==> src/rtl/ctrl_pkg.sv <==
// Shared types and encodings for the multi-cycle RV32I controller.
package ctrl_pkg;

  typedef enum logic [2:0] {
    FETCH  = 3'd0,
    DECODE = 3'd1,
    EXEC   = 3'd2,
    MEM    = 3'd3,
    WB     = 3'd4,
    TRAP   = 3'd5
  } state_t;

  localparam logic [3:0] ALU_ADD  = 4'b0000;
  localparam logic [3:0] ALU_SUB  = 4'b0001;
  localparam logic [3:0] ALU_AND  = 4'b0010;
  localparam logic [3:0] ALU_OR   = 4'b0011;
  localparam logic [3:0] ALU_XOR  = 4'b0100;
  localparam logic [3:0] ALU_SLL  = 4'b0101;
  localparam logic [3:0] ALU_SRL  = 4'b0110;
  localparam logic [3:0] ALU_SRA  = 4'b0111;
  localparam logic [3:0] ALU_SLTU = 4'b1001;
  localparam logic [3:0] ALU_SLT  = 4'b1010;

  localparam logic [6:0] OP_R      = 7'b0110011;
  localparam logic [6:0] OP_I      = 7'b0010011;
  localparam logic [6:0] OP_LOAD   = 7'b0000011;
  localparam logic [6:0] OP_STORE  = 7'b0100011;
  localparam logic [6:0] OP_BRANCH = 7'b1100011;
  localparam logic [6:0] OP_JAL    = 7'b1101111;
  localparam logic [6:0] OP_JALR   = 7'b1100111;

  localparam logic [1:0] REGSEL_ALU = 2'b00;
  localparam logic [1:0] REGSEL_MEM = 2'b01;
  localparam logic [1:0] REGSEL_PC4 = 2'b10;

  localparam logic [1:0] PCSEL_PC4 = 2'b00;
  localparam logic [1:0] PCSEL_IMM = 2'b01;
  localparam logic [1:0] PCSEL_ALU = 2'b10;

  // alt selects SUB/SRA over ADD/SRL (funct7 bit 5)
  function automatic logic [3:0] alu_from_funct3(input logic [2:0] f3, input logic alt);
    logic [3:0] op;
    case (f3)
      3'b000:  op = alt ? ALU_SUB : ALU_ADD;
      3'b001:  op = ALU_SLL;
      3'b010:  op = ALU_SLT;
      3'b011:  op = ALU_SLTU;
      3'b100:  op = ALU_XOR;
      3'b101:  op = alt ? ALU_SRA : ALU_SRL;
      3'b110:  op = ALU_OR;
      default: op = ALU_AND;
    endcase
    return op;
  endfunction

endpackage

==> src/rtl/instr_decoder.sv <==
// Combinational classification of the latched instruction word.
module instr_decoder
  import ctrl_pkg::*;
(
  input  logic [31:0] ir,
  output logic        is_alu,
  output logic        is_load,
  output logic        is_store,
  output logic        is_branch,
  output logic        is_jal,
  output logic        is_jalr,
  output logic [3:0]  alu_ctrl,
  output logic        rs2_imm,
  output logic        br_use_lt,
  output logic        br_invert,
  output logic        bad
);

  logic [6:0] opcode;
  logic [2:0] f3;
  logic [6:0] f7;
  logic       unused_fields;

  assign opcode        = ir[6:0];
  assign f3            = ir[14:12];
  assign f7            = ir[31:25];
  assign unused_fields = ^{ir[24:15], ir[11:7]};

  always_comb begin
    is_alu    = 1'b0;
    is_load   = 1'b0;
    is_store  = 1'b0;
    is_branch = 1'b0;
    is_jal    = 1'b0;
    is_jalr   = 1'b0;
    alu_ctrl  = ALU_ADD;
    rs2_imm   = 1'b0;
    br_use_lt = 1'b0;
    br_invert = 1'b0;
    bad       = 1'b1;
    case (opcode)
      OP_R: begin
        is_alu   = 1'b1;
        alu_ctrl = alu_from_funct3(f3, f7[5]);
        bad      = !((f7 == 7'h00) || ((f7 == 7'h20) && ((f3 == 3'b000) || (f3 == 3'b101))));
      end
      OP_I: begin
        is_alu   = 1'b1;
        rs2_imm  = 1'b1;
        alu_ctrl = alu_from_funct3(f3, (f3 == 3'b101) && f7[5]);
        if (f3 == 3'b001)
          bad = (f7 != 7'h00);
        else if (f3 == 3'b101)
          bad = !((f7 == 7'h00) || (f7 == 7'h20));
        else
          bad = 1'b0;
      end
      // No access-size output exists, so only word loads/stores are accepted
      OP_LOAD: begin
        is_load = 1'b1;
        rs2_imm = 1'b1;
        bad     = (f3 != 3'b010);
      end
      OP_STORE: begin
        is_store = 1'b1;
        rs2_imm  = 1'b1;
        bad      = (f3 != 3'b010);
      end
      OP_BRANCH: begin
        is_branch = 1'b1;
        br_use_lt = f3[2];
        br_invert = f3[0];
        alu_ctrl  = !f3[2] ? ALU_SUB : (f3[1] ? ALU_SLTU : ALU_SLT);
        bad       = (f3[2:1] == 2'b01);
      end
      OP_JAL: begin
        is_jal = 1'b1;
        bad    = 1'b0;
      end
      OP_JALR: begin
        is_jalr = 1'b1;
        rs2_imm = 1'b1;
        bad     = (f3 != 3'b000);
      end
      default: bad = 1'b1;
    endcase
  end

endmodule

==> src/rtl/multicycle_controller.sv <==
// Multi-cycle RV32I controller: sequences fetch/decode/execute/memory/writeback.
// state  | meaning
// FETCH  | request instruction, latch IR on imem_ready
// DECODE | classify IR, trap on unsupported encodings
// EXEC   | drive ALU; branches/jumps update PC here
// MEM    | data access with timeout
// WB     | register write and PC+4
// TRAP   | sticky illegal, everything idle until reset
module multicycle_controller
  import ctrl_pkg::*;
#(
  parameter int XLEN           = 32,
  parameter int TIMEOUT_CYCLES = 16,
  parameter int CNT_W          = $clog2(TIMEOUT_CYCLES + 1)
) (
  input  logic        clk,
  input  logic        reset,
  input  logic [31:0] instr,
  output logic        imem_req,
  input  logic        imem_ready,
  output logic        dmem_req,
  input  logic        dmem_ready,
  output logic        dmemwe,
  input  logic        alu_zero,
  input  logic        alu_lt,
  output logic [3:0]  ALUControl,
  output logic        rs2sel,
  output logic        regwe,
  output logic [1:0]  regsel,
  output logic        pcwe,
  output logic [1:0]  pcsel,
  output logic        illegal
);

  if (XLEN != 32) begin : g_bad_xlen
    $error("multicycle_controller supports XLEN=32 only");
  end
  if (TIMEOUT_CYCLES < 1) begin : g_bad_timeout
    $error("TIMEOUT_CYCLES must be at least 1");
  end

  state_t           state, state_nxt;
  logic [31:0]      ir;
  logic [CNT_W-1:0] cnt;

  logic is_alu, is_load, is_store, is_branch, is_jal, is_jalr;
  logic [3:0] dec_alu;
  logic dec_rs2_imm, br_use_lt, br_invert, dec_bad;
  logic br_taken, timeout_hit;

  instr_decoder u_dec (
    .ir        (ir),
    .is_alu    (is_alu),
    .is_load   (is_load),
    .is_store  (is_store),
    .is_branch (is_branch),
    .is_jal    (is_jal),
    .is_jalr   (is_jalr),
    .alu_ctrl  (dec_alu),
    .rs2_imm   (dec_rs2_imm),
    .br_use_lt (br_use_lt),
    .br_invert (br_invert),
    .bad       (dec_bad)
  );

  assign br_taken    = (br_use_lt ? alu_lt : alu_zero) ^ br_invert;
  assign timeout_hit = (cnt == CNT_W'(TIMEOUT_CYCLES - 1));

  always_ff @(posedge clk or negedge reset) begin
    if (!reset) begin
      state <= FETCH;
      ir    <= '0;
      cnt   <= '0;
    end else begin
      state <= state_nxt;
      if (state == FETCH && imem_ready)
        ir <= instr;
      if (state == MEM && state_nxt == MEM)
        cnt <= cnt + CNT_W'(1);
      else
        cnt <= '0;
    end
  end

  // ALU select and operand mux are held through MEM/WB so the result stays valid
  always_comb begin
    state_nxt  = state;
    imem_req   = 1'b0;
    dmem_req   = 1'b0;
    dmemwe     = 1'b0;
    ALUControl = ALU_ADD;
    rs2sel     = 1'b0;
    regwe      = 1'b0;
    regsel     = REGSEL_ALU;
    pcwe       = 1'b0;
    pcsel      = PCSEL_PC4;
    illegal    = 1'b0;
    case (state)
      FETCH: begin
        imem_req = reset;
        if (imem_ready)
          state_nxt = DECODE;
      end
      DECODE: state_nxt = dec_bad ? TRAP : EXEC;
      EXEC: begin
        ALUControl = dec_alu;
        rs2sel     = dec_rs2_imm;
        if (is_alu) begin
          state_nxt = WB;
        end else if (is_load || is_store) begin
          state_nxt = MEM;
        end else if (is_branch) begin
          pcwe      = 1'b1;
          pcsel     = br_taken ? PCSEL_IMM : PCSEL_PC4;
          state_nxt = FETCH;
        end else if (is_jal) begin
          regwe     = 1'b1;
          regsel    = REGSEL_PC4;
          pcwe      = 1'b1;
          pcsel     = PCSEL_IMM;
          state_nxt = FETCH;
        end else if (is_jalr) begin
          regwe     = 1'b1;
          regsel    = REGSEL_PC4;
          pcwe      = 1'b1;
          pcsel     = PCSEL_ALU;
          state_nxt = FETCH;
        end else begin
          state_nxt = TRAP;
        end
      end
      MEM: begin
        ALUControl = dec_alu;
        rs2sel     = dec_rs2_imm;
        dmem_req   = 1'b1;
        dmemwe     = is_store;
        if (dmem_ready) begin
          if (is_store) begin
            pcwe      = 1'b1;
            state_nxt = FETCH;
          end else begin
            state_nxt = WB;
          end
        end else if (timeout_hit) begin
          state_nxt = TRAP;
        end
      end
      WB: begin
        ALUControl = dec_alu;
        rs2sel     = dec_rs2_imm;
        regwe      = 1'b1;
        regsel     = is_load ? REGSEL_MEM : REGSEL_ALU;
        pcwe       = 1'b1;
        state_nxt  = FETCH;
      end
      TRAP:    illegal = 1'b1;
      default: state_nxt = FETCH;
    endcase
  end

endmodule
==> config.mk <==
export PLATFORM = sky130hd
export DESIGN_NAME = multicycle_controller
export DESIGN_NICKNAME = d
export VERILOG_FILES = /design/src/rtl/ctrl_pkg.sv /design/src/rtl/instr_decoder.sv /design/src/rtl/multicycle_controller.sv
export SDC_FILE = /design/constraint.sdc
export NUM_CORES = 1
export LEC_CHECK = 0
export ABC_CLOCK_PERIOD_IN_PS = 4000
export CORE_MARGIN = 2
export CORE_UTILIZATION = 48
export DETAILED_ROUTE_END_ITERATION = 8
export PLACE_DENSITY = 0.88
export SYNTH_ARGS = -nofsm -noshare
export SYNTH_HDL_FRONTEND = slang
export SYNTH_SLANG_ARGS = --single-unit
==> constraint.sdc <==
create_clock -name clk -period 4 [get_ports clk]
set_input_delay 0.8 -clock clk [delete_from_list [all_inputs] [get_ports clk]]
set_output_delay 0.8 -clock clk [all_outputs]
set_load 0.01 [all_outputs]
==> results.rst, run 1 <==
.. list-table::
   :header-rows: 1

   * - Metric
     - Value
   * - Outcome
     - finished clean
   * - Number of port buffers
     - 37
   * - Met1 track demand over resource
     - 28.6%
   * - Unique masters post-synth
     - 41
   * - Maximum capacitance violations
     - 0
   * - CTS Hold Buffers Added
     - 0
   * - First-pass DRT Iterations
     - 4
   * - Final worst-path cycle share
     - 84.6%
   * - Synth-to-layout area growth
     - 28.0%
   * - Final WS setup
     - 0.614 ns
   * - Fraction of final layout cells with drive strength greater than 1
     - 10.6%
   * - Die height
     - 59.3 um
   * - Final Critical Period
     - 3.39 ns
   * - Met3 track demand over resource in global routing
     - 2.18%
   * - Accumulated negative setup slack
     - 0 ns
   * - Maximum clock insertion buffer count
     - 2
   * - GRT Total Usage
     - 21.8%
   * - Per-cell routed wire length
     - 16.1 um
   * - Core Footprint
     - 2980 sq um
   * - Global route hottest layer
     - met2
   * - Part of the power in combinational logic
     - 37.6%
   * - Cell area after layout
     - 1880 sq um
   * - Number of global-route vias before repair
     - 1286
   * - Internal Power
     - 581 uW
   * - Overall via count from detail_route
     - 1315
   * - Post-synthesis sequential element count
     - 25
   * - Max Transition Viols Final
     - 0
   * - Final Hold Violating Endpoints
     - 0
   * - Final setup vio count
     - 0
   * - Post-route DRC
     - 0
   * - Number of primary I/O pins
     - 53
   * - Post-DRT Antenna Nets
     - 0
   * - Synthesized area per cell
     - 9.51 sq um
   * - Share of async-settable or async-resettable flops after synthesis
     - 100%
   * - Met2 Resource Use GR
     - 38.0%
   * - Sw power
     - 380 uW
   * - Proportion of total power due to net switching
     - 39.5%
   * - Die width
     - 59.3 um
   * - Clock power frac
     - 11.6%
   * - Final HPWL from detailed placement
     - 2.75 mm
   * - Most area-hungry cell type in the Yosys netlist
     - sky130_fd_sc_hd__dfrtp_1
   * - Clock latency on the worst-skew pair
     - 0.31 ns
   * - Final wirelength
     - 3.55 mm
   * - Path category of the worst min-delay check
     - reg -> reg
   * - Cells after synthesis
     - 154
   * - Number of cell rows
     - 20
   * - Nets
     - 229
   * - Clock slew at the register clock pins of the worst setup and hold paths
     - 0.14 ns
   * - Flip-flop cell with the highest count after synthesis
     - sky130_fd_sc_hd__dfrtp_1
   * - Post-DP Area
     - 1850 sq um
   * - Pwr Density
     - 513 nW/um^2
   * - Number of CTS-inserted buffers
     - 3
   * - Most frequent cells in the layout
     - sky130_fd_sc_hd__clkdlybuf4s50_1, sky130_fd_sc_hd__dfrtp_1, sky130_fd_sc_hd__nor2_1, sky130_fd_sc_hd__mux2_2, sky130_fd_sc_hd__a21oi_1
   * - Type of element launching the critical path
     - flip-flop
   * - Final weighted congestion of routability-driven global placement
     - 0.928
   * - Residual overflow from global routing
     - 0
   * - Proportion of power drawn by flip-flops and latches
     - 50.8%
   * - Endpoint type of the worst setup path
     - output pin
   * - Placement-stage worst setup slack
     - 0.937 ns
   * - Layout fillers
     - 251
   * - Area share of the largest cell type after synthesis
     - 42.7%
   * - Post-Syn Nets
     - 194
   * - Slew HR
     - 45.2%
   * - CTS tree
     - yes
   * - Transition at the pin with the smallest max-transition slack
     - 0.822 ns
   * - Pin count of the biggest net entering global routing
     - 26
   * - Clock root cell
     - sky130_fd_sc_hd__clkbuf_4
   * - Starting density of the core
     - 49.2%
   * - Max Fclk
     - 295 MHz
   * - Clock Skew
     - 0.0131 ns
   * - Number of violations reported at the end of detailed-routing iteration 0
     - 77
   * - Largest vdd supply drop
     - 0.305 mV
   * - Unrepaired setup endpoints after global routing
     - false
   * - Cell area after synthesis
     - 1470 sq um
   * - Most common library cell in the layout ignoring fill and taps
     - sky130_fd_sc_hd__clkdlybuf4s50_1
   * - Worst setup path class
     - reg -> out
   * - Buffers inserted during post-CTS setup optimization
     - 0
   * - Cells taking the most area after synthesis
     - sky130_fd_sc_hd__dfrtp_1, sky130_fd_sc_hd__mux2_2, sky130_fd_sc_hd__nor2_1
   * - Via/cell ratio
     - 5.95
   * - DIE AREA
     - 3510 sq um
   * - CTS HTree Levels
     - 1
   * - First-pass GRT wire length
     - 5.80 mm
   * - Sequential fraction of the synthesis area
     - 42.7%
   * - Number of warnings issued by yosys
     - 0
   * - Biggest fanout along the worst timing path
     - 6
   * - Final Hold Slack
     - 0.483 ns
   * - Diodes inserted
     - 0
   * - Number of antenna violations at the first check in global routing
     - 0
   * - Static leakage
     - 0.758 nW
   * - Count of clock tree sinks
     - 25
   * - Number of gates resized after CTS
     - 0
   * - WP data arrival
     - 2.59 ns
   * - Worst path required time
     - 3.20 ns
   * - Number of flops mapped to enable cells by yosys
     - 0
-- cell usage after synthesis (all sizes together), types with 4 or more instances --
library cell and instances:
nor2 18, o21ai 5, dfrtp 25, nor3 4
nand2 9, a21oi 10, buf 5, inv 7
nand3 7, and2 5, nor4 5, mux2 14
-- path summary, 6_finish.rpt --
kind,from,end,slack (ns),cells after the start
setup / recovery,ir[3],ALUControl[0],0.61,5
hold / removal,cnt[0],cnt[0],0.48,1
setup reg to reg,ir[3],state[1],1.72,5
hold reg to reg,cnt[0],cnt[0],0.48,1
max in group asynchronous,reset,cnt[4],2.89,2
min in group asynchronous,reset,ir[3],0.86,2
-- per-layer routing --
| metal | wire [um] | vias up |
|---|---|---|
| met5 | 0 | - |
| met2 | 1770 | 68 |
| li1 | - | 622 |
| met1 | 1520 | 621 |
| met3 | 212 | 4 |
| met4 | 42 | 0 |
-- layout make-up --
cell class                 instances  area [sq um]  area share (%)
clock buffer                       3          22.5            1.20
timing repair buffer              38           378            20.1
tap                               33          41.3            2.20
multi-input combinational        114           777            41.4
sequential                        25           626            33.4
inverter                           7          26.3            1.40
clock inverter                     1          5.00           0.267
-- per-stage QoR --
step / cells / util [%] / total power, mW
final: 221 / 63.0 / 0.961
after global routing: 221 / 63.0 / 1.03
after CTS: 221 / 63.0 / 0.955
after detailed placement: 217 / 62.1 / 0.846
after global placement: 217 / 62.1 / 0.815
after floorplan: 154 / - / 0.716
-- critical path, stage by stage (launching register included) --
cell                              delay [ns]
sky130_fd_sc_hd__dfrtp_1                0.48
sky130_fd_sc_hd__and4bb_4               0.38
sky130_fd_sc_hd__nand3_1                0.18
sky130_fd_sc_hd__or4b_1                 0.53
sky130_fd_sc_hd__a21oi_1                0.14
sky130_fd_sc_hd__clkdlybuf4s50_1        0.55
-- flip-flops by register name (all words and copies together) (netlist names) --
name,flops
cnt,5
state,3
ir,17
-- power by group through the flow --
stage	registers [mW]	logic, mW	clock network (mW)
detailed placement	0.488	0.358	0
floorplan	0.398	0.318	0
CTS	0.482	0.359	0.114
finish	0.489	0.361	0.111
global route	0.504	0.395	0.127
global placement	0.473	0.341	0
-- cells by family (layout without fill, tap and decap cells) --
logic type               after synthesis  after routing  share of synthesized area [%]
AO/OA/AOI/OAI                         28             28                           12.9
AND/OR/NAND/NOR                       65             65                           24.6
flip-flops                            25             25                           42.7
multiplexers                          15             15                           11.4
adder cells (fa/ha/maj)                2              2                           1.71
XOR/XNOR                               4              4                           2.39
buffers and inverters                 15             49                           4.27
Note: power is estimated with default switching activity, not from simulation.
==> inputs of run 2 (changes only) <==
Settings changed: ABC_CLOCK_PERIOD_IN_PS 4000 to 3500, CORE_UTILIZATION 48 to 44, PLACE_DENSITY 0.88 to 0.82.
Clock period 4 ns to 3.5 ns, I/O delays scaled along.
==> run 2 against run 1 <==
Effect of this change: wire length increased by 1.2%; highest routed layer unchanged; first-iteration DRC count increased by 13%; design area increased by 0.73%; sequential power increased by 14%; critical path type unchanged; global-route usage decreased by 0.74 points.
==> results.rst, run 2 (same netlist as run 1, synthesis figures left out) <==
.. list-table::
   :header-rows: 1

   * - Metric
     - Value
   * - Proportion of power drawn by flip-flops and latches
     - 50.7%
   * - Sw power
     - 436 uW
   * - Post-DP Area
     - 1860 sq um
   * - Count of clock tree sinks
     - 25
   * - Final worst-path cycle share
     - 94.1%
   * - Transition at the pin with the smallest max-transition slack
     - 0.810 ns
   * - Placement-stage worst setup slack
     - 0.583 ns
   * - Final setup vio count
     - 0
   * - Worst path required time
     - 2.80 ns
   * - Internal Power
     - 665 uW
   * - Synth-to-layout area growth
     - 28.9%
   * - Final weighted congestion of routability-driven global placement
     - 0.848
   * - Maximum capacitance violations
     - 0
   * - Outcome
     - finished clean
   * - Crit path max-delay cell type
     - sky130_fd_sc_hd__clkdlybuf4s50_1
   * - Number of global-route vias before repair
     - 1272
   * - Nets
     - 229
   * - Part of the power in combinational logic
     - 37.5%
   * - Endpoint type of the worst setup path
     - output pin
   * - Number of violations reported at the end of detailed-routing iteration 0
     - 87
   * - Post-route DRC
     - 0
   * - Number of port buffers
     - 37
   * - Fraction of final layout cells with drive strength greater than 1
     - 10.6%
   * - Most frequent cells in the layout
     - sky130_fd_sc_hd__clkdlybuf4s50_1, sky130_fd_sc_hd__dfrtp_1, sky130_fd_sc_hd__nor2_1, sky130_fd_sc_hd__mux2_2, sky130_fd_sc_hd__a21oi_1
   * - Final HPWL from detailed placement
     - 2.83 mm
   * - Clock power frac
     - 11.8%
   * - Overall via count from detail_route
     - 1337
   * - First-pass DRT Iterations
     - 4
   * - Biggest fanout along the worst timing path
     - 6
   * - Residual overflow from global routing
     - 0
   * - Number of cell rows
     - 20
   * - Post-DRT Antenna Nets
     - 0
   * - Pwr Density
     - 583 nW/um^2
   * - Final Hold Violating Endpoints
     - 0
   * - CTS tree
     - yes
   * - Clock Skew
     - 0.00426 ns
   * - Pin count of the biggest net entering global routing
     - 26
   * - Clock root cell
     - sky130_fd_sc_hd__clkbuf_4
   * - Flip-flop count of the largest register, all copies and words added
     - 17
   * - Static leakage
     - 0.758 nW
   * - Diodes inserted
     - 0
   * - Largest vdd supply drop
     - 0.295 mV
   * - Max Transition Viols Final
     - 0
   * - Unrepaired setup endpoints after global routing
     - false
   * - Type of element launching the critical path
     - flip-flop
   * - Number of antenna violations at the first check in global routing
     - 0
   * - DIE AREA
     - 3810 sq um
   * - Core Footprint
     - 3100 sq um
   * - Number of CTS-inserted buffers
     - 3
   * - WP data arrival
     - 2.59 ns
   * - Slew HR
     - 46.0%
   * - Number of gates resized after CTS
     - 0
   * - CTS HTree Levels
     - 1
   * - Clock slew at the register clock pins of the worst setup and hold paths
     - 0.13 ns
   * - Worst setup path class
     - reg -> out
   * - Die width
     - 61.7 um
   * - CP cell instances
     - and4bb_4, nand3_1, or4b_1, a21oi_1, clkdlybuf4s50_1
   * - Clock latency on the worst-skew pair
     - 0.31 ns
   * - Number of primary I/O pins
     - 53
   * - CTS Hold Buffers Added
     - 0
   * - Final WS setup
     - 0.205 ns
   * - Most common library cell in the layout ignoring fill and taps
     - sky130_fd_sc_hd__clkdlybuf4s50_1
   * - Max Fclk
     - 304 MHz
   * - Starting density of the core
     - 47.2%
   * - GRT Total Usage
     - 21.1%
   * - First-pass GRT wire length
     - 5.92 mm
   * - Largest registers
     - ir x17, cnt x5, state x3
   * - Path category of the worst min-delay check
     - reg -> reg
   * - Most flop-heavy register
     - ir
   * - Buffers inserted during post-CTS setup optimization
     - 0
   * - Final Hold Slack
     - 0.497 ns
   * - Accumulated negative setup slack
     - 0 ns
   * - Largest incremental delay on the critical path
     - 0.55 ns
   * - Per-cell routed wire length
     - 15.5 um
   * - Die height
     - 61.7 um
   * - Proportion of total power due to net switching
     - 39.6%
   * - Final Critical Period
     - 3.29 ns
   * - Via/cell ratio
     - 5.76
   * - Cell area after layout
     - 1890 sq um
   * - Final wirelength
     - 3.60 mm
   * - Maximum clock insertion buffer count
     - 2
## run 2: cell counts in the layout (fill, tap and decap cells not counted)
No cell type changed its count.
## run 2: worst max-delay path: cells and delay by family, from the launching register on
kind	cells	cell delay, ns
simple gates	3	1.13
buf+inv	1	0.55
flops	1	0.47
compound gates	1	0.14
## run 2: routing by layer
metal	part of all wire (%)	track usage [%]	wire length, um	vias up
met2	52	37.6	1860	61
li1	-	-	-	624
met5	0	0	0	-
met3	6.2	1.24	222	4
met1	41	27.2	1480	648
met4	1.0	6.99	36	0
## run 2: metrics by stage
stage,util [%],power (mW),cells
floorplan,-,0.819,154
global placement,60.0,0.938,228
detailed placement,60.0,0.973,228
CTS,60.9,1.10,232
global route,60.9,1.18,232
finish,60.9,1.10,232
## run 2: layout make-up
type	count	area (sq um)
fillers	300	1210
multi-input cells	114	777
flip-flops and latches	25	626
repair buffers	38	378
well taps	44	55.1
inverters	7	26.3
clock buffers	3	22.5
clock inverters	1	5.00
## run 2: path summary, 6_finish.rpt
path,to,start,depth (start not counted),slack [ns]
worst max-delay path,ALUControl[0],ir[3],5,0.21
worst min-delay path,cnt[0],cnt[0],1,0.50
worst max register to register,state[1],ir[3],5,1.45
worst min register to register,cnt[0],cnt[0],1,0.50
max in group asynchronous,state[2],reset,2,2.49
min in group asynchronous,ir[2],reset,2,0.77
## run 2: power by group through the flow
| stage | Clock, mW | Sequential (mW) | Combinational [mW] |
|---|---|---|---|
| after floorplan | 0 | 0.455 | 0.364 |
| final | 0.130 | 0.558 | 0.413 |
| after global routing | 0.146 | 0.580 | 0.454 |
| after global placement | 0 | 0.545 | 0.393 |
| after detailed placement | 0 | 0.560 | 0.413 |
| after CTS | 0.135 | 0.552 | 0.415 |
==> inputs of run 3 (changes only) <==
Settings changed: CORE_MARGIN 2 to 1.
==> run 3 against run 2 <==
Effect of this change: clock skew rose by 0.0094 ns; register-to-register slack got worse by 0.03 ns; non-clock buffer count unchanged; core utilization unchanged; clock power about the same; cell count stayed put; design area unchanged; maximum frequency rose by 2.3%; wire length decreased by 5.5%; critical path type unchanged.
==> results.rst, run 3 (same netlist as run 1, synthesis figures left out) <==
.. list-table::
   :header-rows: 1

   * - Metric
     - Value
   * - Clock Skew
     - 0.0137 ns
   * - Count of clock tree sinks
     - 25
   * - Final wirelength
     - 3.40 mm
   * - Per-cell routed wire length
     - 14.6 um
   * - Worst setup path start
     - ir[2]
   * - Crit path max-delay cell type
     - sky130_fd_sc_hd__clkdlybuf4s50_1
   * - R2R setup slack
     - 1.42 ns
   * - WP data arrival
     - 2.52 ns
   * - Clock slew at the register clock pins of the worst setup and hold paths
     - 0.15 ns
   * - Transition at the pin with the smallest max-transition slack
     - 0.844 ns
   * - Final weighted congestion of routability-driven global placement
     - 0.942
   * - Final Hold Slack
     - 0.478 ns
   * - Proportion of power drawn by flip-flops and latches
     - 50.3%
   * - Number of antenna violations at the first check in global routing
     - 0
   * - Via/cell ratio
     - 5.58
   * - GRT Total Usage
     - 21.4%
   * - CP cell instances
     - and4bb_4, nand3_1, or4b_1, a21oi_1, clkdlybuf4s50_1
   * - Part of the power in combinational logic
     - 37.5%
   * - Max Fclk
     - 311 MHz
   * - Most frequent cells in the layout
     - sky130_fd_sc_hd__clkdlybuf4s50_1, sky130_fd_sc_hd__dfrtp_1, sky130_fd_sc_hd__nor2_1, sky130_fd_sc_hd__mux2_2, sky130_fd_sc_hd__a21oi_1
   * - Type of element launching the critical path
     - flip-flop
   * - Number of CTS-inserted buffers
     - 3
   * - Accumulated negative setup slack
     - 0 ns
   * - Largest incremental delay on the critical path
     - 0.55 ns
   * - Proportion of total power due to net switching
     - 39.2%
   * - Endpoint type of the worst setup path
     - output pin
   * - Number of global-route vias before repair
     - 1320
   * - Most flop-heavy register
     - ir
   * - Post-route DRC
     - 0
   * - Final Critical Period
     - 3.22 ns
   * - Final Hold Violating Endpoints
     - 0
   * - DIE AREA
     - 3560 sq um
   * - Post-route non-filler standard cell count
     - 232
   * - First-pass GRT wire length
     - 5.64 mm
   * - Fraction of final layout cells with drive strength greater than 1
     - 10.6%
   * - Max Transition Viols Final
     - 0
   * - Worst path required time
     - 2.80 ns
   * - Core Footprint
     - 3100 sq um
   * - Worst reg-to-reg path cell count
     - 5
   * - Clock root cell
     - sky130_fd_sc_hd__clkbuf_4
   * - First-pass DRT Iterations
     - 4
   * - Post-DRT Antenna Nets
     - 0
   * - CTS Hold Buffers Added
     - 0
   * - Path category of the worst min-delay check
     - reg -> reg
   * - Final worst-path cycle share
     - 92.0%
   * - Final setup vio count
     - 0
   * - Synth-to-layout area growth
     - 28.9%
   * - Maximum capacitance violations
     - 0
   * - Most common library cell in the layout ignoring fill and taps
     - sky130_fd_sc_hd__clkdlybuf4s50_1
   * - Largest registers
     - ir x17, cnt x5, state x3
   * - Die height
     - 59.7 um
   * - Largest vdd supply drop
     - 0.325 mV
   * - Final HPWL from detailed placement
     - 2.63 mm
   * - Maximum clock insertion buffer count
     - 2
   * - Count of placed standard cells including taps
     - 228
   * - Capture instance of the worst register-to-register path
     - state[0]
   * - Diodes inserted
     - 0
   * - Number of cell rows
     - 20
   * - Outcome
     - finished clean
   * - Starting density of the core
     - 47.2%
   * - Overall via count from detail_route
     - 1295
   * - Sw power
     - 428 uW
   * - Internal Power
     - 665 uW
   * - Startpoint of the lowest-slack register-to-register path
     - ir[4]
   * - Nets
     - 229
   * - Critical path capture point
     - ALUControl[0]
   * - Buffers inserted during post-CTS setup optimization
     - 0
   * - Power consumption
     - 1.09 mW
   * - Number of violations reported at the end of detailed-routing iteration 0
     - 96
   * - Residual overflow from global routing
     - 0
   * - Pin count of the biggest net entering global routing
     - 26
   * - Unrepaired setup endpoints after global routing
     - false
   * - Clock power frac
     - 12.2%
   * - Pwr Density
     - 578 nW/um^2
   * - CTS tree
     - yes
   * - Utilization after layout
     - 60.9%
   * - Number of primary I/O pins
     - 53
   * - Die width
     - 59.7 um
   * - Number of gates resized after CTS
     - 0
   * - Flip-flop count of the largest register, all copies and words added
     - 17
   * - Number of port buffers
     - 37
   * - Slew HR
     - 43.7%
   * - Biggest fanout along the worst timing path
     - 6
   * - Clock latency on the worst-skew pair
     - 0.33 ns
   * - CTS HTree Levels
     - 1
   * - Static leakage
     - 0.758 nW
   * - Worst setup path class
     - reg -> out
==> run 3: cell counts in the layout (fill, tap and decap cells not counted) <==
No cell type changed its count.
==> run 3: power by group through the flow <==
stage	registers (mW)	logic, mW	clock network (mW)
floorplan	0.455	0.364	0
global route	0.571	0.448	0.153
detailed placement	0.553	0.407	0
global placement	0.543	0.392	0
finish	0.550	0.410	0.133
CTS	0.545	0.409	0.136
==> run 3: routing by layer <==
layer / part of all wire, % / global-route usage [%] / up-vias
met5: 0 / 0 / -
met4: 2.0 / 11.0 / 0
met3: 5.1 / 3.46 / 6
met2: 50 / 37.1 / 46
met1: 43 / 25.3 / 616
li1: - / - / 627
==> run 3: worst min path at each step <==
stage	from	to	slack (ns)	depth (start not counted)
6_report	cnt[0]	cnt[0]	0.48	1
5_1_grt	cnt[0]	cnt[0]	0.50	1
4_1_cts	cnt[0]	cnt[0]	0.48	1
3_5_place_dp	cnt[0]	cnt[0]	0.46	1
3_3_place_gp	cnt[0]	cnt[0]	0.44	1
2_1_floorplan	reset	cnt[0]	0.40	0
==> run 3: critical path: cells and delay by family (launching register included) <==
kind | cells | cell delay (ns)
buffers and inverters | 1 | 0.55
DFF | 1 | 0.43
and+or+nand+nor | 3 | 1.09
AOI/OAI and AO/OA | 1 | 0.13
==> run 3: cell type report <==
type / count / area, sq um
clock buffer: 3 / 22.5
clock inverter: 1 / 5.00
fill: 282 / 1210
inverter: 7 / 26.3
multi-input combinational: 114 / 777
sequential: 25 / 626
tap: 44 / 55.1
timing repair buffer: 38 / 378
==> run 3: through the flow <==
step                      worst slack (ns)  area (sq um)
after floorplan                       1.24          1470
after global placement               0.571          1860
after detailed placement             0.540          1860
after CTS                            0.290          1890
after global routing                 0.160          1890
final                                0.280          1890
